--- config.mk ---
export PLATFORM = sky130hd
export DESIGN_NAME = sum_sq
export DESIGN_NICKNAME = d
export VERILOG_FILES = /design/src/rtl/arith_pkg.sv /design/src/rtl/mul_shift_add.sv /design/src/rtl/sum_sq.sv
export SDC_FILE = /design/constraint.sdc
export NUM_CORES = 1
export LEC_CHECK = 0
export ABC_CLOCK_PERIOD_IN_PS = 4900
export CORE_MARGIN = 4
export CORE_UTILIZATION = 35
export CTS_CLUSTER_DIAMETER = 60
export DETAILED_ROUTE_END_ITERATION = 8
export PLACE_DENSITY = 0.53
export SLEW_MARGIN = 20
export SYNTH_ARGS = -nofsm -noshare
export SYNTH_HDL_FRONTEND = slang
export SYNTH_SLANG_ARGS = --single-unit
--- constraint.sdc ---
create_clock -name clk_i -period 4.9 [get_ports clk_i]
set_input_delay 0.98 -clock clk_i [delete_from_list [all_inputs] [get_ports clk_i]]
set_output_delay 0.98 -clock clk_i [all_outputs]
set_load 0.01 [all_outputs]
--- src/rtl/arith_pkg.sv ---
// Shared definitions for the sum-of-squares / multiplier datapath.
// Latency: n/a (types and constants only).
// Backpressure: n/a.
package arith_pkg;

    typedef enum logic [1:0] {
        IDLE  = 2'd0,
        MUL_A = 2'd1,
        MUL_B = 2'd2,
        ADD   = 2'd3
    } state_t;

    localparam int DEF_WIDTH = 8;
    localparam int PROD_W    = 2 * DEF_WIDTH;
    localparam int SUM_W     = 2 * DEF_WIDTH + 1;

    // Product width for a given operand width.
    function automatic int prod_w(input int w);
        return 2 * w;
    endfunction

    // Width of the sum of two products; one extra bit so nothing is lost before saturation.
    function automatic int sum_w(input int w);
        return 2 * w + 1;
    endfunction

endpackage

--- src/rtl/mul_shift_add.sv ---
// Sequential unsigned shift-add multiplier, one multiplier bit per cycle.
// Latency: the launch edge consumes bit 0, WIDTH-1 more edges; product valid WIDTH cycles after launch.
// Backpressure: start_i is ignored while busy_o is high; product holds until the next launch.
module mul_shift_add
    import arith_pkg::*;
#(
    parameter int WIDTH = 8
) (
    input  logic                 clk_i,
    input  logic                 rst_i,
    input  logic                 start_i,
    input  logic [WIDTH-1:0]     a_bi,
    input  logic [WIDTH-1:0]     b_bi,
    output logic                 busy_o,
    output logic [2*WIDTH-1:0]   y_bo
);

    localparam int PW = prod_w(WIDTH);
    localparam int CW = $clog2(WIDTH + 1);

    logic              busy_q,   busy_d;
    logic [CW-1:0]     cnt_q,    cnt_d;
    logic [PW-1:0]     mcand_q,  mcand_d;
    logic [WIDTH-1:0]  mplier_q, mplier_d;
    logic [PW-1:0]     acc_q,    acc_d;

    // Launch folds bit 0 into the load so the whole product takes exactly WIDTH edges.
    always_comb begin
        busy_d   = busy_q;
        cnt_d    = cnt_q;
        mcand_d  = mcand_q;
        mplier_d = mplier_q;
        acc_d    = acc_q;
        if (!busy_q && start_i) begin
            acc_d    = b_bi[0] ? PW'(a_bi) : '0;
            mcand_d  = PW'(a_bi) << 1;
            mplier_d = b_bi >> 1;
            cnt_d    = CW'(1);
            busy_d   = (WIDTH > 1);
        end else if (busy_q) begin
            if (mplier_q[0]) begin
                acc_d = acc_q + mcand_q;
            end
            mcand_d  = mcand_q << 1;
            mplier_d = mplier_q >> 1;
            cnt_d    = cnt_q + CW'(1);
            if (cnt_q == CW'(WIDTH - 1)) begin
                busy_d = 1'b0;
            end
        end
    end

    // Multiplier state register.
    always_ff @(posedge clk_i or negedge rst_i) begin
        if (!rst_i) begin
            busy_q   <= 1'b0;
            cnt_q    <= '0;
            mcand_q  <= '0;
            mplier_q <= '0;
            acc_q    <= '0;
        end else begin
            busy_q   <= busy_d;
            cnt_q    <= cnt_d;
            mcand_q  <= mcand_d;
            mplier_q <= mplier_d;
            acc_q    <= acc_d;
        end
    end

    assign busy_o = busy_q;
    assign y_bo   = acc_q;

endmodule

--- src/rtl/sum_sq.sv ---
// Sequential y = a*a + b*b, saturated to OUT_W bits, feeding the integer sqrt stage.
// Latency: busy_o high for 2*WIDTH+1 cycles; valid_o pulses in the first IDLE cycle after.
// Backpressure: start_i accepted only in IDLE; requests while busy are dropped, not queued.
module sum_sq
    import arith_pkg::*;
#(
    parameter int WIDTH = 8,
    parameter int OUT_W = 8
) (
    input  logic               clk_i,
    input  logic               rst_i,
    input  logic [WIDTH-1:0]   a_bi,
    input  logic [WIDTH-1:0]   b_bi,
    input  logic               start_i,
    output logic               busy_o,
    output logic [OUT_W-1:0]   y_bo,
    output logic               ovf_o,
    output logic               valid_o
);

    localparam int PW = prod_w(WIDTH);
    localparam int SW = sum_w(WIDTH);
    localparam int CW = $clog2(WIDTH + 1);
    localparam logic [SW-1:0] SAT_MAX = SW'((64'd1 << OUT_W) - 64'd1);

    state_t            state_q, state_d;
    logic [CW-1:0]     cnt_q,   cnt_d;
    logic [WIDTH-1:0]  b_q,     b_d;
    logic [PW-1:0]     p_a_q,   p_a_d;
    logic [PW-1:0]     p_b_q,   p_b_d;
    logic [OUT_W-1:0]  y_q,     y_d;
    logic              ovf_q,   ovf_d;
    logic              busy_q,  busy_d;
    logic              valid_q, valid_d;

    logic              mul_start;
    logic              mul_busy;
    logic [WIDTH-1:0]  mul_op;
    logic [PW-1:0]     mul_y;
    logic              last_bit;
    logic [SW-1:0]     sum;

    // a is squared straight off the input on the launch edge, so the multiplier's own
    // operand registers are the latched copy of a; b is latched here for the second pass.
    assign last_bit  = (cnt_q == CW'(WIDTH - 1)) && !mul_busy;
    assign mul_op    = (state_q == IDLE) ? a_bi : b_q;
    assign mul_start = ((state_q == IDLE) && start_i) || ((state_q == MUL_A) && last_bit);
    assign sum       = SW'(p_a_q) + SW'(p_b_q);

    mul_shift_add #(
        .WIDTH (WIDTH)
    ) u_mul (
        .clk_i   (clk_i),
        .rst_i   (rst_i),
        .start_i (mul_start),
        .a_bi    (mul_op),
        .b_bi    (mul_op),
        .busy_o  (mul_busy),
        .y_bo    (mul_y)
    );

    // Next-state and datapath updates for the top sequencer.
    always_comb begin
        state_d = state_q;
        cnt_d   = cnt_q;
        b_d     = b_q;
        p_a_d   = p_a_q;
        p_b_d   = p_b_q;
        y_d     = y_q;
        ovf_d   = ovf_q;
        busy_d  = busy_q;
        valid_d = 1'b0;
        unique case (state_q)
            IDLE: begin
                if (start_i) begin
                    b_d     = b_bi;
                    p_a_d   = '0;
                    p_b_d   = '0;
                    cnt_d   = '0;
                    busy_d  = 1'b1;
                    state_d = MUL_A;
                end
            end
            MUL_A: begin
                if (last_bit) begin
                    p_a_d   = mul_y;
                    cnt_d   = '0;
                    state_d = MUL_B;
                end else begin
                    cnt_d = cnt_q + CW'(1);
                end
            end
            MUL_B: begin
                if (last_bit) begin
                    p_b_d   = mul_y;
                    cnt_d   = '0;
                    state_d = ADD;
                end else begin
                    cnt_d = cnt_q + CW'(1);
                end
            end
            ADD: begin
                if (sum > SAT_MAX) begin
                    y_d   = '1;
                    ovf_d = 1'b1;
                end else begin
                    y_d   = sum[OUT_W-1:0];
                    ovf_d = 1'b0;
                end
                busy_d  = 1'b0;
                valid_d = 1'b1;
                state_d = IDLE;
            end
            default: state_d = IDLE;
        endcase
    end

    // Sequencer and result registers; reset aborts any operation in flight.
    always_ff @(posedge clk_i or negedge rst_i) begin
        if (!rst_i) begin
            state_q <= IDLE;
            cnt_q   <= '0;
            b_q     <= '0;
            p_a_q   <= '0;
            p_b_q   <= '0;
            y_q     <= '0;
            ovf_q   <= 1'b0;
            busy_q  <= 1'b0;
            valid_q <= 1'b0;
        end else begin
            state_q <= state_d;
            cnt_q   <= cnt_d;
            b_q     <= b_d;
            p_a_q   <= p_a_d;
            p_b_q   <= p_b_d;
            y_q     <= y_d;
            ovf_q   <= ovf_d;
            busy_q  <= busy_d;
            valid_q <= valid_d;
        end
    end

    assign busy_o  = busy_q;
    assign y_bo    = y_q;
    assign ovf_o   = ovf_q;
    assign valid_o = valid_q;

endmodule
After elaboration in Yosys (flattened, before gate mapping):

Index checks and enable logic that the tools add are counted.

* register bits after elaboration: 102
* latch bits: 0
* bits in writable memories: 0
* bits in read-only memories: 0
* bits of input ports: 19
* output and inout port bits: 11
* word-level logic and storage cells: 78
* memories: 0

* add/sub/neg operators: 4
* multipliers: 0
* divide/modulo/power cells: 0
* magnitude comparators: 1
* equal/unequal tests: 8
* shifts and indexed selects: 0
* muxes and demuxes: 30
* bitwise gates (word level): 0
* reduce and logical (&&, ||, !) cells: 21

Operator list (count)
* $mux W16: 7
* $pmux W16 S2: 2
* $mux W8: 5
* $add A16 B16 Y17: 1
* $gt A17 B8 Y1 const B: 1
* $add A16 B16 Y16: 1
* $mux W4: 4
* $reduce_bool A2 Y1: 6
* $reduce_and A3 Y1: 3
* $add A4 B1 Y4 const B: 2
* $eq A4 B3 Y1 const B: 2
* $pmux W2 S4: 1
* $pmux W4 S2: 1
* $reduce_and A2 Y1: 4
* $mux W1: 6
* $mux W2: 3
* $ne A2 B2 Y1 const B: 3
* $eq A2 B2 Y1 const B: 2
* $logic_and A1 B1 Y1: 4
* $eq A2 B1 Y1 const B: 1
* $logic_not A2 Y1: 1
* $pmux W1 S2: 1
* $reduce_or A2 Y1: 1
* $logic_not A1 Y1: 1
* $logic_or A1 B1 Y1: 1

Depth between registers and ports, before layout:

Gate-level depths: netlist of run 1.

* depth after elaboration: 7
* gate-level depth with buffers: 11
* depth with buffers taken out: 10

By module:

From an unflattened synthesis of run 1, not the netlist that was laid out.

* cell total of the unflattened synthesis: 583
* area total of the unflattened synthesis: 5715.5 um^2

Modules (own cells, without submodules)
* sum_sq: times used 1, cells each 336, area each 3298.2 um^2
* mul_shift_add: times used 1, cells each 247, area each 2417.3 um^2

Least setup slack after synthesis of run 1:

No wires, ideal clock.

* path kind: register -> register
* start: register p_a_q[0]
* end: register y_q[2], in the netlist y_bo[2]
* data arrival time: 2.355 ns
* required time: 4.747 ns
* path slack: 2.392 ns
* stages on the path, launching flop included: 11
* buffers on the path: 0
* clock period less this slack: 2.508 ns
* cell sequence: dfrtp_1 -> ha_1 -> inv_1 -> fa_1 -> nor2b_1 -> o31a_1 -> o31ai_1 -> a21oi_1 -> nand2b_4 -> a2111oi_4 -> a31oi_1

* word-level cells in the longest chain between the ends: 3

Ends and longest elaborated chain
* start, declared: RTL line sum_sq.sv:29 `logic [PW-1:0] p_a_q, p_a_d;`
* start signal, assigned: RTL line sum_sq.sv:134 `p_a_q <= p_a_d;`
* $add A16 B16 Y17 (*): RTL line sum_sq.sv:48 `assign sum = SW'(p_a_q) + SW'(p_b_q);`
* $gt A17 B8 Y1: RTL line sum_sq.sv:103 `if (sum > SAT_MAX) begin`
* $mux W8 (*): RTL line sum_sq.sv:103
* end signal, assigned: RTL line sum_sq.sv:136 `y_q <= y_d;`
* end, declared: RTL line sum_sq.sv:31 `logic [OUT_W-1:0] y_q, y_d;`

Every way passes the cells marked *; elsewhere a longest branch is shown, timed or not.
A chain may end at the register's enable or synchronous reset.

Final worst setup path of run 1:

* start: register p_a_q[0]
* end: register y_q[1], in the netlist y_bo[1]

Same word-level chain as after synthesis.

==> results.sh, run 1 <==
export IMPL_status="finished, final reports clean"
export IMPL_yosys_cell_types_count=60
export IMPL_critPathLaunchType="flop"
export IMPL_htreeDepth=3
export IMPL_overflow=0
export IMPL_numPortBuffers=29
export IMPL_wire_per_inst_um=14.5
export IMPL_worstPathRequired_ns=5.09
export IMPL_ir_worst_vdd_mv=0.298
export IMPL_rsz0062_at_grt="false"
export IMPL_yosys_area_top_type="dfrtp_1"
export IMPL_clock_skew_final_ns=0.00554
export IMPL_min_period_over_period_pct=65.6
export IMPL_boundaryPins=30
export IMPL_hold_buffers=0
export IMPL_fin_crit_ns=3.22
export IMPL_synthFlopType="dfrtp_1"
export IMPL_p_switching_mw=1.76
export IMPL_startpoint="p_a_q[0]$_DFFE_PN0P_"
export IMPL_slew_limit_headroom_pct=36.5
export IMPL_cp_end_kind="flop"
export IMPL_worstPathArrival_ns=3.40
export IMPL_layout_cells_non_filler=871
export IMPL_placed_area_sq_um=6150
export IMPL_syn_inst=638
export IMPL_routabilityCongestion=0.798
export IMPL_n_antenna_cell=0
export IMPL_pwr_share_seq_pct=33.8
export IMPL_cts_repair_resized=0
export IMPL_insertion_delay_ns=0.35
export IMPL_dp_hpwl_mm=9.11
export IMPL_layout_drive_gt1_share_pct=5.80
export IMPL_final_net_count=708
export IMPL_syn_nets=695
export IMPL_yosys_register_bits=100
export IMPL_finalHoldViolCount=0
export IMPL_placedCellCount=856
export IMPL_yosysSeqAreaShare_pct=44.1
export IMPL_cts_sinks=100
export IMPL_drtIter0Drc=281
export IMPL_die_x_um=135
export IMPL_clk_pin_slew_ns=0.07
export IMPL_syn_area_sq_um=5680
export IMPL_avgSynthCellArea_sq_um=8.90
export IMPL_num_vias=4498
export IMPL_grt_pass1_vias=4395
export IMPL_comb_power_share_pct=48.8
export IMPL_synth_top_area_share_pct=44.1
export IMPL_setup_worst_path_end="y_bo[1]$_DFFE_PN0P_"
export IMPL_p_int_mw=2.40
export IMPL_grt_max_degree=67
export IMPL_ys_warn_count=0
export IMPL_min_path_type="reg -> reg"
export IMPL_power_mw=4.16
export IMPL_tightest_slew_ns=0.950
export IMPL_power_frac_clock_pct=17.4
export IMPL_coreArea_sq_um=15900
export IMPL_reg2reg_to="y_bo[1]$_DFFE_PN0P_"
export IMPL_track_usage_pct=14.8
export IMPL_power_density_nw_per_um2=645
export IMPL_r2r_cells=10
export IMPL_synth_edf_count=0
export IMPL_synth_most_common_cell="nand2_1"
export IMPL_fmax_ghz=0.311
export IMPL_synthTopCellsByArea="dfrtp_1, nand2_1, o21ai_0"
export IMPL_cts_tree="built"
export IMPL_cts_buffers=9
export IMPL_fp_dieH_um=135
export IMPL_postCtsSetupBuffers=0
export IMPL_drc=0
export IMPL_final_cell_area_sq_um=6450
export IMPL_drtAntennaViolNets=0
export IMPL_antenna_found_initial=0
export IMPL_hold_start="u_mul.mplier_q[1]$_DFFE_PN0P_"
export IMPL_synthArstFlopShare_pct=100
export IMPL_leakage_nw=2.77
export IMPL_rows=46
export IMPL_wirelength_mm=12.7
export IMPL_cts_max_path_buffers=2
export IMPL_path_max_fanout=9
export IMPL_yosys_top_cells_count="nand2_1, dfrtp_1, o21ai_0, ha_1, nor2_1"
export IMPL_cts_root_buf="clkbuf_16"
export IMPL_setup_viol=0
export IMPL_critPathKind="reg -> reg"
export IMPL_drv_slew=0
export IMPL_syn2layout_area_growth_pct=13.5
export IMPL_routed_via_density=5.16
export IMPL_dr_pass1_iters=5
export IMPL_r2r_start="p_a_q[0]$_DFFE_PN0P_"
export IMPL_rrSetupSlack_ns=1.68
export IMPL_die_area_sq_um=18300
export IMPL_swShare_pct=42.4
export IMPL_initial_core_util_pct=35.8
export IMPL_tns_ns=0
export IMPL_grt_pass1_wl_mm=22.1
export IMPL_max_cap_viol_count=0
## flip-flops by register name (all words and copies together) (netlist names)
| name | count |
|---|---|
| ovf_o | 1 |
| valid_o | 1 |
| p_a_q | 16 |
| u_mul.y_bo | 16 |
| cnt_q | 4 |
| b_q | 8 |
| u_mul.busy_o | 1 |
| p_b_q | 16 |
| u_mul.mcand_q | 15 |
| busy_o | 1 |
| y_bo | 8 |
| u_mul.cnt_q | 4 |
| state_q | 2 |
| u_mul.mplier_q | 7 |
## stage by stage
step	hold WS (ns)	utilization, %	setup WS, ns
floorplan	0.448	-	2.39
global placement	0.465	38.7	1.69
detailed placement	0.465	38.7	1.55
CTS	0.482	40.6	1.73
global route	0.508	40.6	1.45
finish	0.480	40.6	1.68
## area by class of cell
type,instances,area [sq um]
inverter,22,82.6
clock buffer,11,253
fill,1640,9440
tap,216,270
timing repair buffer,32,310
clock inverter,4,48.8
sequential,100,2500
multi-input combinational,486,2980
## kinds of logic (layout without fill, tap and decap cells)
family                   Yosys count  after routing  share of synthesized area [%]
buffers and inverters             52             69                           3.46
flip-flops                       100            100                           44.1
multiplexers                      24             24                           4.47
XOR/XNOR                          16             16                           2.47
AND/OR/NAND/NOR                  228            228                           17.8
adder cells (fa/ha/maj)           38             38                           8.64
AO/OA/AOI/OAI                    180            180                           19.1
## cell usage in the layout (no fill, tap or decap), types with 6 or more instances in the layout
cell type | synthesis | layout
mux2_2 | 11 | 11
o31ai_1 | 6 | 6
mux2i_1 | 13 | 13
clkbuf_16 | 0 | 9
nor3_1 | 15 | 15
o21ai_0 | 97 | 97
ha_1 | 36 | 36
clkdlybuf4s50_1 | 0 | 28
dfrtp_1 | 100 | 100
nor2_1 | 33 | 33
xor2_1 | 11 | 11
a31oi_1 | 12 | 12
nand3_1 | 12 | 12
a21oi_1 | 24 | 24
inv_1 | 21 | 21
nand2_1 | 133 | 133
nand2b_1 | 7 | 7
## routing by layer
layer / up-vias / track usage (%) / part of all wire [%]
li1: 2283 / - / -
met1: 2152 / 20.4 / 50
met2: 56 / 23.7 / 47
met3: 7 / 3.75 / 2.9
met4: 0 / 2.86 / 0.90
met5: - / 0 / 0
## how the worst min path moves through the flow
stage          slack [ns]                            end  cells past startpoint
3_3_place_gp         0.46  u_mul.mplier_q[1]$_DFFE_PN0P_                      2
5_1_grt              0.51  u_mul.mplier_q[0]$_DFFE_PN0P_                      2
6_report             0.48  u_mul.mplier_q[0]$_DFFE_PN0P_                      2
3_5_place_dp         0.47  u_mul.mplier_q[0]$_DFFE_PN0P_                      2
2_1_floorplan        0.45  u_mul.mplier_q[0]$_DFFE_PN0P_                      2
4_1_cts              0.48  u_mul.mplier_q[0]$_DFFE_PN0P_                      2
## worst max-delay path: stages, from the launching register on
cell and delay [ns]:
dfrtp_1 0.40, ha_1 0.24, inv_1 0.07, fa_1 0.21, nor2b_1 0.07, o31a_1 0.29
o31ai_1 0.47, a211oi_1 0.15, o21ai_0 0.24, mux2i_1 0.74, a31oi_1 0.18
## power by group through the flow
stage	clock, mW	combinational, mW	sequential (mW)
after global routing	0.786	2.31	1.45
after CTS	0.751	2.04	1.41
after floorplan	0	1.57	1.35
final	0.725	2.03	1.41
after global placement	0	2.00	1.41
after detailed placement	0	2.03	1.42
Power figures use the tool's default switching activity.
==> run 2, diff against run 1 <==
--- a/config.mk
+++ b/config.mk
@@ -5,12 +5,12 @@
 export SDC_FILE = /design/constraint.sdc
 export NUM_CORES = 1
 export LEC_CHECK = 0
-export ABC_CLOCK_PERIOD_IN_PS = 4900
+export ABC_CLOCK_PERIOD_IN_PS = 2800
 export CORE_MARGIN = 4
 export CORE_UTILIZATION = 35
 export CTS_CLUSTER_DIAMETER = 60
 export DETAILED_ROUTE_END_ITERATION = 8
-export PLACE_DENSITY = 0.53
+export PLACE_DENSITY = 0.55
 export SLEW_MARGIN = 20
 export SYNTH_ARGS = -nofsm -noshare
 export SYNTH_HDL_FRONTEND = slang
==> constraint.sdc (replaced) <==
create_clock -name clk_i -period 2.8 [get_ports clk_i]
set_input_delay 0.56 -clock clk_i [delete_from_list [all_inputs] [get_ports clk_i]]
set_output_delay 0.56 -clock clk_i [all_outputs]
set_load 0.01 [all_outputs]
==> results.sh, run 2 (synthesized netlist as in run 1, its figures left out) <==
export IMPL_htreeDepth=3
export IMPL_boundaryPins=30
export IMPL_power_density_nw_per_um2=1130
export IMPL_tightest_slew_ns=0.611
export IMPL_final_cell_mix="nand2_1, dfrtp_1, o21ai_0, ha_1, nor2_1"
export IMPL_rrSetupSlack_ns=0.17
export IMPL_final_common_cell="nand2_1"
export IMPL_layout_drive_gt1_share_pct=8.37
export IMPL_leakage_nw=2.82
export IMPL_critPathKind="reg -> reg"
export IMPL_dp_hpwl_mm=9.49
export IMPL_cts_buffers=9
export IMPL_drtIter0Drc=258
export IMPL_regArea_sq_um=2500
export IMPL_worstPathRequired_ns=3.02
export IMPL_rsz0062_at_grt="false"
export IMPL_reg2reg_to="y_bo[1]$_DFFE_PN0P_"
export IMPL_drtAntennaViolNets=0
export IMPL_cts_tree="built"
export IMPL_syn2layout_area_growth_pct=15.8
export IMPL_ir_worst_vdd_mv=0.523
export IMPL_tns_ns=0
export IMPL_cts_sinks=100
export IMPL_grt_max_degree=58
export IMPL_fin_crit_ns=2.63
export IMPL_status="finished, final reports clean"
export IMPL_worstPathArrival_ns=2.86
export IMPL_setup_ws_ns=0.169
export IMPL_num_vias=4498
export IMPL_startpoint="p_a_q[1]$_DFFE_PN0P_"
export IMPL_wire_per_inst_um=14.3
export IMPL_insertion_delay_ns=0.35
export IMPL_fmax_ghz=0.380
export IMPL_cp_end_kind="flop"
export IMPL_overflow=0
export IMPL_min_period_over_period_pct=94.0
export IMPL_clock_skew_final_ns=0.00890
export IMPL_fillers=1640
export IMPL_power_mw=7.42
export IMPL_rows=46
export IMPL_die_area_sq_um=18300
export IMPL_final_cell_area_sq_um=6580
export IMPL_routabilityCongestion=0.846
export IMPL_path_max_fanout=9
export IMPL_cts_max_path_buffers=2
export IMPL_pre_cts_ws_ns=0.100
export IMPL_postCtsSetupBuffers=0
export IMPL_setup_viol=0
export IMPL_wirelength_mm=12.7
export IMPL_antenna_found_initial=0
export IMPL_hold_buffers=0
export IMPL_initial_core_util_pct=35.8
export IMPL_routed_via_density=5.08
export IMPL_clk_pin_slew_ns=0.06
export IMPL_whs_ns=0.207
export IMPL_fp_dieH_um=135
export IMPL_grt_pass1_wl_mm=21.8
export IMPL_critPathLaunchType="flop"
export IMPL_placed_area_sq_um=6260
export IMPL_numPortBuffers=29
export IMPL_r2r_cells=9
export IMPL_multi_input_area_sq_um=3000
export IMPL_dr_pass1_iters=5
export IMPL_cts_root_buf="clkbuf_16"
export IMPL_final_net_count=721
export IMPL_finalHoldViolCount=0
export IMPL_max_cap_viol_count=0
export IMPL_grt_pass1_vias=4407
export IMPL_track_usage_pct=14.7
export IMPL_coreArea_sq_um=15900
export IMPL_n_antenna_cell=0
export IMPL_drv_slew=0
export IMPL_slew_limit_headroom_pct=59.2
export IMPL_drc=0
export IMPL_die_x_um=135
export IMPL_min_path_type="in -> async"
export IMPL_r2r_start="p_a_q[1]$_DFFE_PN0P_"
==> run 2: how the worst max path moves through the flow <==
| stage | to | slack (ns) | cells past startpoint |
|---|---|---|---|
| after floorplan | y_bo[2]$_DFFE_PN0P_ | 0.29 | 10 |
| after global placement | y_bo[7]$_DFFE_PN0P_ | 0.19 | 11 |
| after detailed placement | y_bo[1]$_DFFE_PN0P_ | 0.10 | 11 |
| after CTS | y_bo[1]$_DFFE_PN0P_ | 0.09 | 11 |
| after global routing | y_bo[5]$_DFFE_PN0P_ | 0.003 | 11 |
| final | y_bo[1]$_DFFE_PN0P_ | 0.17 | 9 |
==> run 2: layout make-up <==
cell class              count  share of cell area [%]
clock inverters             5                   0.894
inverters                  22                    1.26
well taps                 216                    4.11
flip-flops and latches    100                    38.0
clock buffers              11                    3.69
multi-input cells         486                    45.6
repair buffers             45                    6.39
==> run 2: where the power goes <==
part	internal, mW	switching, mW	total, mW	leakage, nW
Combinational	1.54	2.16	3.70	1.42
Sequential	2.02	0.432	2.45	1.26
Clock	0.719	0.549	1.27	0.142
==> run 2: worst max-delay path, stage by stage, from the launching register on <==
cell,delay [ns]
dfrtp_1,0.40
ha_1,0.32
a211oi_1,0.30
o21ai_0,0.19
a31oi_1,0.33
nor3_1,0.09
a41o_1,0.25
a2111oi_4,0.32
buf_4,0.21
a31oi_1,0.10
==> run 2: repair_timing <==
action                                  in CTS  in global routing
endpoints found under the setup margin       0                  9
gates resized for setup                      0                  5
hold endpoints to repair                     0                  0
==> run 2: routing by layer <==
layer,vias to the layer above,track usage (%),share of wire [%]
met4,0,4.48,1.2
met5,-,0,0
met1,2123,19.8,49
met3,9,3.01,3.5
met2,66,24.0,47
li1,2300,-,-
==> run 2: through the flow <==
stage          utilization [%]  std cells
2_1_floorplan                -        638
3_3_place_gp              39.4        869
3_5_place_dp              39.4        869
4_1_cts                   41.3        885
5_1_grt                   41.4        885
6_report                  41.4        885
==> run 3, diff against run 2 <==
--- a/config.mk
+++ b/config.mk
@@ -7,10 +7,11 @@
 export LEC_CHECK = 0
 export ABC_CLOCK_PERIOD_IN_PS = 2800
 export CORE_MARGIN = 4
-export CORE_UTILIZATION = 35
+export CORE_UTILIZATION = 45
 export CTS_CLUSTER_DIAMETER = 60
 export DETAILED_ROUTE_END_ITERATION = 8
-export PLACE_DENSITY = 0.55
+export DONT_BUFFER_PORTS = 1
+export PLACE_DENSITY = 0.64
 export SLEW_MARGIN = 20
 export SYNTH_ARGS = -nofsm -noshare
 export SYNTH_HDL_FRONTEND = slang
==> results.sh, run 3 (synthesized netlist as in run 1, its figures left out) <==
export IMPL_drtAntennaViolNets=0
export IMPL_leakage_nw=2.70
export IMPL_drc=0
export IMPL_met1_length_mm=5.84
export IMPL_violations="negative hold slack"
export IMPL_setup_viol=0
export IMPL_final_cell_mix="nand2_1, dfrtp_1, o21ai_0, ha_1, nor2_1"
export IMPL_cts_root_buf="clkbuf_16"
export IMPL_min_period_over_period_pct=94.3
export IMPL_final_net_count=689
export IMPL_setup_ws_ns=0.160
export IMPL_crit_slowest_cell="ha_1"
export IMPL_rows=40
export IMPL_n_antenna_cell=0
export IMPL_clock_skew_final_ns=0.00615
export IMPL_min_path_type="in -> async"
export IMPL_num_vias=4453
export IMPL_drtIter0Drc=289
export IMPL_tightest_slew_ns=0.513
export IMPL_critPathKind="reg -> reg"
export IMPL_worstPathArrival_ns=2.87
export IMPL_drv_slew=0
export IMPL_comb_power_share_pct=48.1
export IMPL_overflow=0
export IMPL_dp_hpwl_mm=9.03
export IMPL_cts_tree="built"
export IMPL_syn2layout_area_growth_pct=9.23
export IMPL_grt_pass1_vias=4413
export IMPL_placed_area_sq_um=5870
export IMPL_layout_drive_gt1_share_pct=8.16
export IMPL_ir_worst_vdd_mv=0.494
export IMPL_met3_length_um=508
export IMPL_insertion_delay_ns=0.35
export IMPL_boundaryPins=30
export IMPL_cp_end_kind="flop"
export IMPL_wirelength_mm=12.3
export IMPL_numPortBuffers=0
export IMPL_pre_cts_ws_ns=0.118
export IMPL_track_usage_pct=18.2
export IMPL_final_cell_area_sq_um=6200
export IMPL_status="finished, violations left"
export IMPL_top_layer="met4"
export IMPL_grt_max_degree=101
export IMPL_swShare_pct=42.6
export IMPL_grt_pass1_wl_mm=21.3
export IMPL_path_max_fanout=9
export IMPL_die_area_sq_um=14500
export IMPL_finalHoldViolCount=100
export IMPL_fmax_ghz=0.379
export IMPL_worstPathCellList="ha_1, a21oi_1, o21ai_0, nor3_1, a21oi_2, nand2b_4, a2111oi_4, buf_4, a31oi_1"
export IMPL_cts_sinks=100
export IMPL_coreArea_sq_um=12200
export IMPL_critical_path_max_stage_delay_ns=0.41
export IMPL_pwr_share_seq_pct=34.2
export IMPL_wire_per_inst_um=15.2
export IMPL_power_frac_clock_pct=17.6
export IMPL_routabilityCongestion=0.816
export IMPL_whs_ns=-0.102
export IMPL_fin_crit_ns=2.64
export IMPL_p_int_mw=4.17
export IMPL_dr_pass1_iters=7
export IMPL_slew_limit_headroom_pct=65.7
export IMPL_wl_met2_mm=5.71
export IMPL_htreeDepth=3
export IMPL_cts_max_path_buffers=2
export IMPL_max_cap_viol_count=0
export IMPL_initial_core_util_pct=46.7
export IMPL_clk_pin_slew_ns=0.07
export IMPL_worstPathRequired_ns=3.03
export IMPL_critPathLaunchType="flop"
export IMPL_power_density_nw_per_um2=1170
export IMPL_fp_dieH_um=120
export IMPL_p_switching_mw=3.10
export IMPL_final_common_cell="nand2_1"
export IMPL_cts_buffers=9
export IMPL_routed_via_density=5.53
export IMPL_antenna_found_initial=0
export IMPL_die_x_um=120
-- run 3: cell count changes in the layout (fill, tap and decap cells not counted), sizes merged --
| cell | delta |
|---|---|
| buf | -4 |
| clkinv | +1 |
| clkdlybuf4s50 | -28 |
| clkinvlp | -1 |
| inv | +1 |
| clkbuf | -1 |
-- run 3: layer usage --
| layer | track usage (%) | vias up |
|---|---|---|
| met4 | 6.02 | 0 |
| met1 | 24.4 | 2114 |
| met2 | 29.4 | 85 |
| met5 | 0 | - |
| li1 | - | 2237 |
| met3 | 4.12 | 17 |
-- run 3: critical path, delay by kind of cell (launching register included) --
| kind | cells | cell delay (ns) |
|---|---|---|
| and+or+nand+nor | 2 | 0.53 |
| adders and majority gates | 1 | 0.41 |
| AOI/OAI and AO/OA | 5 | 0.99 |
| DFF | 1 | 0.38 |
| buffers and inverters | 1 | 0.21 |
-- run 3: area by class of cell --
cell class / count / area, sq um
Sequential cell: 100 / 2500
Multi-Input combinational cell: 486 / 3000
Clock inverter: 6 / 71.3
Timing Repair Buffer: 13 / 97.6
Clock buffer: 10 / 239
Fill cell: 1145 / 5960
Inverter: 22 / 82.6
Tap cell: 168 / 210
-- run 3: through the flow --
step	TNS [ns]	hold slack, ns	util, %	std cells	total power [mW]
6_report	0	-0.102	51.0	805	7.27
5_1_grt	-0.000622	-0.119	51.0	805	7.95
4_1_cts	0	-0.113	50.8	805	7.29
3_5_place_dp	0	0.267	48.3	789	5.98
3_3_place_gp	0	0.267	48.3	789	5.85
2_1_floorplan	0	0.264	-	638	5.11
-- run 3: power by group through the flow --
| stage | Sequential, mW | Combinational (mW) | Clock [mW] |
|---|---|---|---|
| 3_5_place_dp | 2.52 | 3.46 | 0 |
| 4_1_cts | 2.49 | 3.49 | 1.31 |
| 2_1_floorplan | 2.37 | 2.75 | 0 |
| 5_1_grt | 2.57 | 4.01 | 1.38 |
| 3_3_place_gp | 2.48 | 3.37 | 0 |
| 6_report | 2.49 | 3.50 | 1.28 |
-- run 3: worst paths after layout --
kind	startpoint	end	slack (ns)	cells after the start
setup / recovery	p_a_q[9]$_DFFE_PN0P_	y_bo[7]$_DFFE_PN0P_	0.16	9
hold / removal	rst_i	busy_o$_DFFE_PN0P_	-0.10	0
setup reg to reg	p_a_q[9]$_DFFE_PN0P_	y_bo[7]$_DFFE_PN0P_	0.16	9
hold reg to reg	u_mul.mplier_q[6]$_DFFE_PN0P_	u_mul.mplier_q[5]$_DFFE_PN0P_	0.48	2
max in group asynchronous	rst_i	u_mul.mcand_q[14]$_DFFE_PN0P_	2.77	0
min in group clk_i	b_bi[5]	b_q[5]$_DFFE_PN0P_	0.35	1
-- run 3: timing repair --
| action | 4_1_cts | 5_1_grt |
|---|---|---|
| setup buffers | 0 | 0 |
| resized for setup | 0 | 4 |
| setup endpoints to repair | 0 | 9 |
| endpoints found under the hold margin | 100 | 100 |
